==> src/rtl/step_sched.sv <==
// Request scheduler for the shared lab counter: latches clear/load/auto/manual
// requests, grants one per cycle (clr > load > round-robin auto/manual) and applies it.
module step_sched #(
    parameter int WIDTH    = 8,
    parameter int TICK_DIV = 100_000_000
) (
    input  logic             clk100_i,
    input  logic             rstn_i,
    input  logic             manual_req_i,
    input  logic             clr_req_i,
    input  logic             load_req_i,
    input  logic [WIDTH-1:0] load_val_i,
    input  logic             auto_en_i,
    input  logic             dir_i,
    output logic [WIDTH-1:0] cnt_o,
    output logic [3:0]       grant_o,
    output logic             wrap_o,
    output logic             overrun_o,
    output logic             busy_o
);
    localparam int               DIV_W    = (TICK_DIV > 2) ? $clog2(TICK_DIV) : 1;
    localparam logic [DIV_W-1:0] DIV_LAST = DIV_W'(TICK_DIV - 1);
    localparam logic [WIDTH-1:0] CNT_MAX  = '1;

    logic [WIDTH-1:0] cnt_q, cnt_d, held_q, held_d;
    logic [DIV_W-1:0] div_q, div_d;
    logic [3:0]       grant_q, gnt;
    logic             wrap_q, wrap_d, ovr_q, ovr_d;
    logic             p_clr_q, p_clr_d, p_load_q, p_load_d;
    logic             p_auto_q, p_auto_d, p_man_q, p_man_d;
    logic             last_man_q, last_man_d;
    logic             step, tick;
    logic             keep_clr, keep_load, keep_auto, keep_man;

    // Fixed priority, round-robin only between the two step sources.
    always_comb begin
        gnt = 4'b0000;
        if (p_clr_q)                     gnt[3] = 1'b1;
        else if (p_load_q)               gnt[2] = 1'b1;
        else if (p_auto_q && p_man_q) begin
            if (last_man_q)              gnt[1] = 1'b1;
            else                         gnt[0] = 1'b1;
        end
        else if (p_auto_q)               gnt[1] = 1'b1;
        else if (p_man_q)                gnt[0] = 1'b1;
    end

    assign step = gnt[1] | gnt[0];
    assign tick = auto_en_i && (div_q == DIV_LAST);

    // A flag survives the edge only if it is neither granted nor flushed by clr.
    assign keep_clr  = p_clr_q  & ~gnt[3];
    assign keep_load = p_load_q & ~gnt[2] & ~gnt[3];
    assign keep_auto = p_auto_q & ~gnt[1] & ~gnt[3] & auto_en_i;
    assign keep_man  = p_man_q  & ~gnt[0] & ~gnt[3];

    always_comb begin
        cnt_d  = cnt_q;
        wrap_d = 1'b0;
        if (gnt[3]) begin
            cnt_d = '0;
        end else if (gnt[2]) begin
            cnt_d = held_q;
        end else if (step) begin
            cnt_d  = dir_i ? (cnt_q - 1'b1) : (cnt_q + 1'b1);
            wrap_d = dir_i ? (cnt_q == '0) : (cnt_q == CNT_MAX);
        end
    end

    always_comb begin
        p_clr_d    = keep_clr  | clr_req_i;
        p_load_d   = keep_load | load_req_i;
        p_auto_d   = keep_auto | tick;
        p_man_d    = keep_man  | manual_req_i;
        ovr_d      = (clr_req_i & keep_clr) | (load_req_i & keep_load)
                   | (tick & keep_auto)     | (manual_req_i & keep_man);
        held_d     = (load_req_i && !keep_load) ? load_val_i : held_q;
        last_man_d = step ? gnt[0] : last_man_q;
        if (!auto_en_i || gnt[3] || div_q == DIV_LAST) div_d = '0;
        else                                           div_d = div_q + 1'b1;
    end

    always_ff @(posedge clk100_i or negedge rstn_i) begin
        if (!rstn_i) begin
            cnt_q      <= '0;
            held_q     <= '0;
            div_q      <= '0;
            grant_q    <= 4'b0000;
            wrap_q     <= 1'b0;
            ovr_q      <= 1'b0;
            p_clr_q    <= 1'b0;
            p_load_q   <= 1'b0;
            p_auto_q   <= 1'b0;
            p_man_q    <= 1'b0;
            last_man_q <= 1'b0;
        end else begin
            cnt_q      <= cnt_d;
            held_q     <= held_d;
            div_q      <= div_d;
            grant_q    <= gnt;
            wrap_q     <= wrap_d;
            ovr_q      <= ovr_d;
            p_clr_q    <= p_clr_d;
            p_load_q   <= p_load_d;
            p_auto_q   <= p_auto_d;
            p_man_q    <= p_man_d;
            last_man_q <= last_man_d;
        end
    end

    assign cnt_o     = cnt_q;
    assign grant_o   = grant_q;
    assign wrap_o    = wrap_q;
    assign overrun_o = ovr_q;
    assign busy_o    = p_clr_q | p_load_q | p_auto_q | p_man_q;
endmodule
==> config.mk <==
export PLATFORM = sky130hd
export DESIGN_NAME = step_sched
export DESIGN_NICKNAME = d
export VERILOG_FILES = /design/src/rtl/step_sched.sv
export SDC_FILE = /design/constraint.sdc
export NUM_CORES = 1
export LEC_CHECK = 0
export ABC_AREA = 1
export BUFFER_PORTS_ARGS = -buffer_cell sky130_fd_sc_hd__buf_2
export CAP_MARGIN = 20
export CORE_MARGIN = 3
export CORE_UTILIZATION = 30
export DETAILED_ROUTE_END_ITERATION = 7
export MAX_ROUTING_LAYER = met4
export SYNTH_ARGS = -nofsm -noshare
export SYNTH_HDL_FRONTEND = slang
export SYNTH_SLANG_ARGS = --single-unit
export TNS_END_PERCENT = 30
==> constraint.sdc <==
create_clock -name clk100_i -period 1.65 [get_ports clk100_i]
set_input_delay 0.33 -clock clk100_i [delete_from_list [all_inputs] [get_ports clk100_i]]
set_output_delay 0.33 -clock clk100_i [all_outputs]
set_load 0.1 [all_outputs]
After elaboration in Yosys (flattened, before gate mapping)
Index checks and enable logic that the tools add are counted.
{"block": "classes", "n_addsub": 3, "eq_ne": 2, "n_mux": 19, "n_bitwise": 27, "reduce_logical": 9}
{"cell": "8-bit two-way mux", "count": 4}
{"cell": "27-bit by 1-bit adder with 27-bit output, second input constant", "count": 1}
{"cell": "27-bit equality test, second input constant", "count": 1}
{"cell": "27-bit two-way mux", "count": 1}
{"cell": "1-bit bitwise AND", "count": 12}
{"cell": "1-bit two-way mux", "count": 11}
{"cell": "1-bit OR", "count": 11}
{"cell": "8-bit by 1-bit adder with 8-bit output, second input constant", "count": 1}
{"cell": "8-bit equality test, second input constant", "count": 1}
{"cell": "8-bit logical NOT", "count": 1}
{"cell": "8-bit by 1-bit subtractor with 8-bit output, second input constant", "count": 1}
{"cell": "2-bit two-way mux", "count": 2}
{"cell": "1-bit inverter", "count": 4}
{"cell": "1-bit logical AND", "count": 3}
{"cell": "3-bit two-way mux", "count": 1}
{"cell": "3-bit nonzero test", "count": 1}
{"cell": "1-bit logical NOT", "count": 2}
{"cell": "1-bit logical OR", "count": 2}
{"block": "word_totals", "regBits": 54, "input_bits": 15, "word_cells": 71}

Longest topological paths before layout
{"block": "logic_depth", "depth_word": 12, "ltp_mapped": 9}

Worst setup path before layout
No wires, ideal clock.
{"block": "synth_path", "path_type": "flip-flop to flip-flop", "from": "reg cnt_q[0], in the netlist cnt_o[0]", "to": "reg cnt_q[4], in the netlist cnt_o[4]", "arrival_ps": 1946, "required_ps": 1463, "setup_slack_ps": -483, "path_stages_with_launch": 9, "n_path_buf": 0, "cell_sequence": "dfrtp_1 inv_1 fa_1 inv_1 nand3_1 nand2_1 nand2_1 nand3_1 a31oi_1"}
{"block": "synth_via", "elab_chain_cells": 5}
{"element": "start, declared", "line_no": "25", "text": "logic [WIDTH-1:0] cnt_q, cnt_d, held_q, held_d;"}
{"element": "start signal, assigned", "line_no": "97", "text": "cnt_q <= cnt_d;"}
{"element": "8-bit by 1-bit adder with 8-bit output / 8-bit by 1-bit subtractor with 8-bit output (equally long branches)", "line_no": "65", "text": "cnt_d = dir_i ? (cnt_q - 1'b1) : (cnt_q + 1'b1);"}
{"element": "8-bit two-way mux (*)", "line_no": "65"}
{"element": "8-bit two-way mux (*)", "line_no": "64", "text": "end else if (step) begin"}
{"element": "8-bit two-way mux (*)", "line_no": "62", "text": "end else if (gnt[2]) begin"}
{"element": "8-bit two-way mux (*)", "line_no": "60", "text": "if (gnt[3]) begin"}
Mark *: on every way between the ends. The rest lies on a longest branch, timed or not. The select of a mux whose other input is x is not followed.
A chain may end at the register's enable or synchronous reset.

Final worst setup path
{"block": "layout_path", "from": "reg cnt_q[5], in the netlist cnt_o[5]", "to": "reg cnt_q[7], in the netlist cnt_o[7]"}
The elaborated chain is that of the path after synthesis.

==> results.txt <==
The power density over the cells came out at 802 nW/µm². Buffer levels on the longest clock path: 2. For this run the aggregate overflow at the end of global routing stands at 0. The DRC marker count from the first detailed-route iteration is 110.

The clock arrives with 14.9 ps of skew. The cell area that synthesis handed to floorplanning was 3020 µm². The number of fill cells came out at 1035. Before antenna repair, the detailed router went through 4 iterations.

Walking the worst path, the cells encountered are ha_1, nand2_1, inv_1, a21oi_2, nand2_1, nand2_1, nand3_1, nand2_1, nand2_1. The top-area cell type share of the netlist area is 44.7%, and the logic depth of the worst register-to-register path is 9. 0 antenna diodes ended up in the layout. Post-CTS timing repair inserted 0 buffers for setup. Synthesis instantiated 29 different standard cells from the library.

Share of synthesized area occupied by flip-flops and latches: 44.7%. The critical path in this run is classified as reg -> reg. Counting buffers and inverters, the worst setup path is 9 cells deep. The x dimension of the die is 106 µm. The dominant cell type by count on the critical path is sky130_fd_sc_hd__nand2_1. The run gives 1380 µm² as the area taken by flip-flops and latches. Yosys printed 0 warnings. In the synthesized netlist the dominant register cell turns out to be sky130_fd_sc_hd__dfrtp_1. The slack of the worst reg-to-reg path is 80 ps. sky130_fd_sc_hd__nand2_1 is the most common cell in the netlist. The maximum vdd ir drop is 0.000393 V, and the worst-case headroom to the max-slew limit is 67.6%. Entering global routing, the biggest net connects 27 pins. At the end of routability-driven placement, the weighted congestion stood at 0.899.

The commonest cells after synthesis are sky130_fd_sc_hd__nand2_1 (114), sky130_fd_sc_hd__nor2_1 (79), sky130_fd_sc_hd__dfrtp_1 (54). STA classifies the critical path startpoint as a register. For the number of top-level pins, the log shows 30. The run gives 1780 ps as the data arrival time of the critical path. Setup violations remaining at the end of the flow were counted as 0. The static leakage is 1.69 nW, and the maximum operating frequency is 638 MHz. The later pin in the worst-skew pair is clocked with a latency of 310 ps. After layout, the design draws a total of 0.00287 W. The source of the worst register-to-register timing path is cnt_o[5].

The number of antenna violations at the first check in global routing is 0. For the setup total negative slack, the log shows 0 ps. The number of buffers created by CTS is 5. The H-tree was split into 2 levels.

The biggest area contributor in the post-synthesis netlist is sky130_fd_sc_hd__dfrtp_1. The detailed placer's ending HPWL is 5440 µm, and the synthesized flop and latch total is 54. The quantity of I/O buffers inserted on ports is 29, and the fraction of layout instances using a drive strength above 1 is 16.6%.

TritonCTS built the clock tree. Wires add up to 6810 µm. For the number of design rule violations left after detail routing, the log shows 0. The floorplan step defined a die boundary enclosing 11300 µm². The number of enable flip-flop cells after synthesis works out to 0. The count of pins over their slew limit was 0.

At the pin with the least slew margin, the transition time is 489 ps. The average routed wire per standard cell is 11.6 µm, and the height of the die is 106 µm. The worst register-to-register path ends at cnt_o[7]. The flow ran to the end, and the final reports show no timing, DRC or antenna violations.

At the worst endpoint, the required time is 1860 ps. For this configuration, the core starts out at a cell density of 30.9%. The tools report the final count of hold timing violations as 0. Using the TritonRoute via totals, the vias-per-cell ratio works out to 4.51. For this run, asynchronously set or reset flops after synthesis account for 100%. The count of buffering cells on the critical path with inverters included is 1, and the combined area of the multi-input logic cells is 1480 µm².

The combined global-route utilization of all metal layers is 12.8%, and the instance count of the mapped netlist is 404. For this run, global-route usage on met1 was measured as 15.6%. The clock transition at the register clock pins on the worst setup and hold paths after CTS was 100 ps.

In this run the most used layer during global routing was met2. The critical path starts at cnt_o[5]. STA classifies the critical path endpoint as a register.

Setup repair after global routing left no endpoint under its margin. Global routing consumed, on the met2 layer, 21.6% of the routing resources. In the final design database the tool counted 474 nets. CTS placed an instance of sky130_fd_sc_hd__clkbuf_8 at the clock tree root. The clock sink count was 54; the met3 usage was 2.55%.

In this run the mean area of a mapped cell was 7.49 µm². On the critical path the largest part of the delay comes from flip-flops. Across the run, the number of max-cap violations was 0. The final critical path takes up 94.9% of the cycle.

In this run the worst setup path terminates at cnt_o[7]. The minimum clock period was 1570 ps. The post-route antenna net violation count is 0, and the number of nets in the synthesized netlist is 427. The path class of the tightest hold or removal check is in -> reg. Along the worst path, the maximum fanout reaches 5. The total vias in the final route was 2640.

For the number of placement rows, the log shows 36. The floorplan step defined a core boundary enclosing 9770 µm². The run gives 2584 as the number of global-route vias before repair. The first global-routing pass estimated 11500 µm of wire. On the critical path, the stage with the largest delay is an instance of sky130_fd_sc_hd__dfrtp_4. The largest single stage delay on the critical path is 520 ps. By area the synthesized netlist is led by sky130_fd_sc_hd__dfrtp_1 (45%), sky130_fd_sc_hd__nand2_1 (14%), sky130_fd_sc_hd__nor2_1 (9.8%), sky130_fd_sc_hd__inv_1 (6.2%), sky130_fd_sc_hd__nand3_1 (4.3%).

The growth of design area from synthesis to finish came out at 18.5%.
[through the flow]
step	hold slack (ps)	area (µm²)	instances	worst slack, ps	util (%)
global placement	233	3450	576	61.7	35.3
global route	99.1	3580	585	14.7	36.6
floorplan	34.4	3050	404	-11.7	-
detailed placement	234	3450	576	31.8	35.3
finish	120	3580	585	83.4	36.6
CTS	106	3560	585	8.99	36.4
[worst min-delay path by stage]
stage / from / end / slack (ps) / depth (start not counted)
after global routing: clr_req_i / p_clr_q / 100 / 1
final: clr_req_i / p_clr_q / 120 / 1
after detailed placement: rstn_i / div_q[23] / 230 / 1
after CTS: clr_req_i / p_clr_q / 110 / 1
after global placement: rstn_i / div_q[23] / 230 / 1
after floorplan: rstn_i / cnt_o[3] / 30 / 0
[kinds of logic after synthesis]
group	Yosys count	synth area share, %
AO/OA/AOI/OAI	32	5.88
XOR/XNOR	15	4.34
adder cells (fa/ha/maj)	8	3.56
buffers and inverters	55	7.32
flip-flops	54	44.7
multiplexers	2	0.745
AND/OR/NAND/NOR	238	33.5
[flip-flops by register name (all words and copies together), names as in the netlist, 4 cells and up]
register  cells
cnt_o         8
div_q        27
grant_o       4
held_q        8
[cell usage in the layout (no fill, tap or decap), types with 2 or more instances in the layout]
cell,synthesis,layout
sky130_fd_sc_hd__o22ai_1,2,2
sky130_fd_sc_hd__nand3_1,26,26
sky130_fd_sc_hd__a21o_1,4,4
sky130_fd_sc_hd__dfrtp_2,0,2
sky130_fd_sc_hd__dfrtp_4,0,6
sky130_fd_sc_hd__nand2_4,2,2
sky130_fd_sc_hd__nand2_1,114,114
sky130_fd_sc_hd__mux2_2,2,2
sky130_fd_sc_hd__a31oi_1,2,2
sky130_fd_sc_hd__xnor2_1,8,8
sky130_fd_sc_hd__nand3b_1,2,2
sky130_fd_sc_hd__nor2_4,2,3
sky130_fd_sc_hd__dfrtp_1,54,46
sky130_fd_sc_hd__xor2_1,7,7
sky130_fd_sc_hd__inv_1,50,49
sky130_fd_sc_hd__nand4_1,6,6
sky130_fd_sc_hd__buf_2,0,28
sky130_fd_sc_hd__o21ai_0,16,15
sky130_fd_sc_hd__nor2_1,79,78
sky130_fd_sc_hd__clkbuf_8,0,5
sky130_fd_sc_hd__a21oi_1,7,6
sky130_fd_sc_hd__ha_1,7,6
sky130_fd_sc_hd__buf_4,0,14
[where the power goes]
part	switching, W	total [W]	internal [W]
Sequential	0.0000566	0.00145	0.00140
Clock	0.000444	0.000744	0.000299
Combinational	0.000493	0.000676	0.000183
Total	0.000994	0.00287	0.00188
[routing by layer]
metal  vias up  wire length, µm
met5         -                0
met4         0              104
met3         9              292
met2        48             3270
met1      1233             3150
li1       1350                -
[worst register-to-register path, delay by kind of cell (launching register included)]
kind                       cells  cell delay, ps
DFF                            1             520
and+or+nand+nor                6             410
adders and majority gates      1             350
AOI/OAI and AO/OA              1             150
buffers and inverters          1              60
[area by class of cell]
cell class	instances	share of cell area, %
inverter	50	5.24
timing repair buffer	45	8.00
tap	133	4.65
clock buffer	5	1.92
clock inverter	3	0.594
sequential	54	38.4
multi-input combinational	295	41.2
[repair_timing]
| action | 4_1_cts | 5_1_grt |
|---|---|---|
| endpoints found under the setup margin | 1 | 4 |
| hold buffers | 1 | 0 |
| pin swaps | 0 | 1 |
| hold endpoints to repair | 7 | 0 |
| gates resized for setup | 3 | 5 |
No activity file was read; power rests on OpenSTA's default activity.
